===== src/rtl/imem_port_arbiter.sv =====
// Two-requester (fetch / loader) arbiter in front of a single-port sync-read imem bank.
// Optional error outputs f_err/l_err are enabled by defining IMEM_ARB_ERR_EN.
module imem_port_arbiter #(
  parameter int DEPTH      = 64,
  parameter int STARVE_MAX = 4
) (
  input  logic                     clk,
  input  logic                     reset,
  input  logic                     f_req,
  input  logic [31:0]              f_addr,
  output logic                     f_gnt,
  output logic                     f_rvalid,
  output logic [31:0]              f_rdata,
  input  logic                     l_req,
  input  logic                     l_we,
  input  logic [31:0]              l_addr,
  input  logic [31:0]              l_wdata,
  output logic                     l_gnt,
  output logic                     l_rvalid,
  output logic [31:0]              l_rdata,
  output logic                     m_en,
  output logic                     m_we,
  output logic [$clog2(DEPTH)-1:0] m_addr,
  output logic [31:0]              m_wdata,
  input  logic [31:0]              m_rdata
`ifdef IMEM_ARB_ERR_EN
  ,
  output logic                     f_err,
  output logic                     l_err
`endif
);

  localparam int AW = $clog2(DEPTH);

  typedef enum logic [2:0] {IDLE, F_RESP, L_RESP, ERR_F, ERR_L} rsp_e;

  rsp_e        state_q, state_d;
  logic [3:0]  starve_q, starve_d;
  logic        l_wr_q, l_wr_d;
  logic        err_q, err_d;
  logic [31:0] f_rdata_q, l_rdata_q;
  logic        f_inr, l_inr;
  logic [31:0] sel_addr;

  assign f_inr = (f_addr[31:2] < 30'(DEPTH));
  assign l_inr = (l_addr[31:2] < 30'(DEPTH));

  always_ff @(posedge clk or posedge reset) begin
    if (reset) begin
      state_q   <= IDLE;
      starve_q  <= '0;
      l_wr_q    <= 1'b0;
      err_q     <= 1'b0;
      f_rdata_q <= '0;
      l_rdata_q <= '0;
    end else begin
      state_q   <= state_d;
      starve_q  <= starve_d;
      l_wr_q    <= l_wr_d;
      err_q     <= err_d;
      f_rdata_q <= f_rdata;
      l_rdata_q <= l_rdata;
    end
  end

  // Issue side: arbitration, starvation guard and RAM command for this cycle.
  always_comb begin
    f_gnt    = 1'b0;
    l_gnt    = 1'b0;
    starve_d = '0;
    state_d  = IDLE;
    l_wr_d   = 1'b0;
    err_d    = 1'b0;

    if (f_req && (!l_req || starve_q == 4'(STARVE_MAX)))
      f_gnt = 1'b1;
    else if (l_req)
      l_gnt = 1'b1;

    if (f_req && !f_gnt)
      starve_d = (starve_q == 4'(STARVE_MAX)) ? starve_q : starve_q + 4'd1;

    sel_addr = f_gnt ? f_addr : l_addr;
    m_en     = (f_gnt && f_inr) || (l_gnt && l_inr);
    m_we     = l_gnt && l_we && l_inr;
    m_addr   = sel_addr[AW+1:2];
    m_wdata  = l_wdata;

    if (f_gnt) begin
      state_d = f_inr ? F_RESP : ERR_F;
      err_d   = !f_inr || (f_addr[1:0] != 2'b00);
    end else if (l_gnt) begin
      state_d = l_inr ? L_RESP : ERR_L;
      l_wr_d  = l_we;
      err_d   = !l_inr || (l_addr[1:0] != 2'b00);
    end
  end

  // Response side: owner of last cycle's access sees rvalid; the other side holds its data.
  always_comb begin
    f_rvalid = (state_q == F_RESP) || (state_q == ERR_F);
    l_rvalid = (state_q == L_RESP) || (state_q == ERR_L);
    f_rdata  = f_rdata_q;
    l_rdata  = l_rdata_q;
    if (state_q == F_RESP)      f_rdata = m_rdata;
    else if (state_q == ERR_F)  f_rdata = '0;
    if (state_q == L_RESP)      l_rdata = l_wr_q ? 32'h0 : m_rdata;
    else if (state_q == ERR_L)  l_rdata = '0;
  end

`ifdef IMEM_ARB_ERR_EN
  assign f_err = f_rvalid && err_q;
  assign l_err = l_rvalid && err_q;
`else
  logic unused_err;
  assign unused_err = err_q;
`endif

endmodule

===== config.mk =====
export PLATFORM = sky130hd
export DESIGN_NAME = imem_port_arbiter
export DESIGN_NICKNAME = d
export VERILOG_FILES = /design/src/rtl/imem_port_arbiter.sv
export SDC_FILE = /design/constraint.sdc
export NUM_CORES = 1
export LEC_CHECK = 0
export ABC_AREA = 1
export BUFFER_PORTS_ARGS = -buffer_cell sky130_fd_sc_hd__buf_2
export CAP_MARGIN = 25
export CELL_PAD_IN_SITES_DETAIL_PLACEMENT = 1
export CELL_PAD_IN_SITES_GLOBAL_PLACEMENT = 1
export CORE_MARGIN = 1.5
export CORE_UTILIZATION = 26
export CTS_BUF_LIST = sky130_fd_sc_hd__clkbuf_2 sky130_fd_sc_hd__clkbuf_4 sky130_fd_sc_hd__clkbuf_8
export DETAILED_ROUTE_END_ITERATION = 6
export PLACE_DENSITY_LB_ADDON = 0.1
export RECOVER_POWER = 100
export SYNTH_ARGS = -nofsm -noshare
export SYNTH_HDL_FRONTEND = slang
export SYNTH_SLANG_ARGS = --single-unit

===== constraint.sdc =====
create_clock -name clk -period 2.4 [get_ports clk]
set_input_delay 0.48 -clock clk [delete_from_list [all_inputs] [get_ports clk]]
set_output_delay 0.48 -clock clk [all_outputs]
set_load 0.005 [all_outputs]

==> metrics.txt <==
status=complete, but fails checks; failing checks=capacitance limit, slew limit; Hold Slack=0.121 ns; Yosys reg bits=72; grt met3 use=0.0468; core footprint=12800 sq um; total grt overflow=0; mean post-synth cell area=8.91 sq um; Critical Path RT=around 1.9 ns; Synth Net Count=522; CTS sink cnt=72; FF-to-FF End=state_q[1]; die area=14000 sq um; slew margin rel.=-0.0416; drt via density=4.44; Pint=between 2 and 2.5 mW; switching power=around 840 uW; antenna violations before repair=0; # setup viols final=0; XOR/XNOR Fraction of Synth Area=0.00508; critical path data arrival time=about 1.9 ns; Clock Path Buffers=2; peak supply drop=0.218 mV; mapped cell area=3450 sq um; gr busiest metal=met2; CTS tree=yes; HPWL after detailed placement=~7500 um; vias in the first global route=3452; fillers=1569; simple-gate share of the synthesized area=0.148; Die Span X=~120 um; first-pass GRT wire length=roughly 18000 um; 1st-iter DRT viols=between 90 and 100; DIE HEIGHT=118 um; Ant. Diodes=0; Tot GR Track Use=0.160; pin count of the biggest net entering global routing=62; PortBufs=172; compound-gate portion of the synthesized area=0.172; via count=3155; Max Freq=0.426 GHz; largest family of logic cells by synthesized area=compound AO/OA/AOI/OAI gates; CP startpoint=state_q[2]; final setup TNS=0 ns; sequential element share of the synthesized area=0.523; Clock Latency Late Sink=0.36 ns; sequential power share=0.481; Tmin final=between 2 and 2.5 ns; Synth cell types=18; met1 usage=0.182; Post-Synth Adder-Cell Area=0.00726; Cell Pwr Density=646 nW/um^2; RePlAce Congestion=0.725; drt first pass iters=4; CTS Buf Count=9; P&R area growth vs syn=30.8%; final wirelength=10500 um; row cnt=41; reg-to-reg slack, setup=about 0.95 ns; WL/cell=14.8 um; post-synthesis mux area share=0; Hold Path Class=input port to async pin; combinational share of power=0.216; leak pwr=2.46 nW; Clk pin slew, worst setup/hold paths=0.08 ns; reg2reg start=starve_q[1]; Final Hold Violating Endpoints=0; switching portion of total power=0.289; Root Driver=clkbuf_8; num ports=241; Mapped Cells=a little under 400; actual slew at the worst max-slew pin=1.56 ns; Slew Viols, Final=62; crit path kind=flop to output pin; clock skew=0.00712 ns; Residual DRC=0; max_cap viols=1; worst r2r path cells=8; YS warnings=0; startpoint types=flop; clock power share=0.303; Nets=670; antenna viol nets, final=0; Starting Density=0.270; fraction of layout cells with a size suffix above 1=0.443; unrepaired setup endpoints after global routing=true; routing usage on met2=0.283; CTS H-tree lvls=3; Worst setup EP type=output pin; part of the cycle the worst path needs=0.977; Critical Path Fanout Max=18
[per-layer routing]
metal	routed length [um]	vias to the layer above
met3	614	23
li1	-	1519
met1	4370	1497
met5	0	-
met4	184	0
met2	5360	116
[kinds of logic (layout without fill, tap and decap cells)]
kind of cell               count (synthesis)  after routing
buffers and inverters                     94            246
adders and majority gates                  2              2
xor gates and xnor gates                   2              2
DFF                                       72             72
AOI/OAI and AO/OA                         96             96
and+or+nand+nor                          121            121
[cells in the final DEF (no fill, tap or decap)]
cell / netlist / routed
buf_2: 3 / 172
dfrtp_1: 72 / 72
o21ai_0: 66 / 60
inv_1: 43 / 42
nand2_1: 42 / 41
nand3_1: 38 / 38
nor2_1: 38 / 38
o21ai_2: 30 / 32
buf_4: 32 / 13
clkbuf_8: 0 / 11
o21ai_1: 0 / 4
clkinvlp_4: 0 / 2
ha_1: 2 / 2
clkinv_2: 0 / 2
nand2_4: 0 / 1
inv_2: 0 / 1
or2_4: 1 / 1
nand4_1: 1 / 1
nor3_4: 0 / 1
xor2_1: 1 / 1
xnor2_1: 1 / 1
clkbuf_4: 0 / 1
buf_6: 3 / 1
clkbuf_2: 0 / 1
[area by class of cell]
type | instances | area [sq um] | area share
clock buffer | 12 | 159 | 0.0352
inverter | 44 | 169 | 0.0375
tap | 172 | 215 | 0.0477
sequential | 72 | 1800 | 0.400
multi-input combinational | 221 | 1170 | 0.260
timing repair buffer | 187 | 975 | 0.216
clock inverter | 3 | 17.5 | 0.00388
[power groups by stage]
stage                     Sequential (mW)  Clock (mW)  Combinational (mW)
after detailed placement             1.43           0               0.634
after CTS                            1.40       0.933               0.641
after floorplan                      1.41           0               0.347
after global routing                 1.42       0.967               0.716
final                                1.40       0.883               0.628
after global placement               1.42           0               0.625
[state kept, by name, indices dropped and copies added (netlist names)]
name	flops
state_q	3
f_rdata_q	32
l_rdata_q	32
l_wr_q	1
starve_q	4
[worst max-delay path by stage]
stage / to / slack, ns / cells past startpoint
floorplan: f_rdata_q[0] / 0.1 / 1
global placement: f_rdata[1] / 0.42 / 6
detailed placement: m_we / 0.36 / 9
CTS: f_rdata[5] / 0.003 / 6
global route: f_rdata[6] / -0.11 / 6
finish: f_rdata[3] / 0.05 / 6
[worst max-delay path, stage by stage (launching register included)]
cell	delay [ns]
dfrtp_1	0.40
buf_4	0.20
nor2_1	0.15
nand2_1	0.08
buf_4	0.21
o21ai_0	0.29
buf_2	0.18
[synthesized netlist by cell type]
cell      number  area, sq um
xnor2_1        1         8.76
nand4_1        1         6.26
clkinv_1       1         3.75
buf_4         32          240
inv_1         43          161
xor2_1         1         8.76
or2_4          1         8.76
buf_6          3         33.8
dfrtp_1       72         1800
o21ai_0       66          330
nor3_1         1         5.00
ha_1           2         25.0
clkbuf_1      12         45.0
o21ai_2       30          263
nor2_1        38          143
buf_2          3         15.0
nand3_1       38          190
nand2_1       42          158
[per-stage QoR]
step	util	total power, mW	worst slack [ns]	cell area (sq um)	std cells
floorplan	-	1.76	0.0951	3450	387
global placement	0.335	2.04	0.416	4280	692
detailed placement	0.335	2.06	0.364	4280	692
CTS	0.350	2.98	0.00274	4480	708
global route	0.353	3.10	-0.106	4510	711
finish	0.353	2.91	0.0541	4510	711
[what timing repair did]
| action | 4_1_cts | 5_1_grt |
|---|---|---|
| hold buffers | 0 | 0 |
| gates resized for setup | 5 | 24 |
| pin swaps | 0 | 2 |
| setup buffers | 1 | 3 |
| setup endpoints to repair | 5 | 34 |
Power figures use the tool's default switching activity.
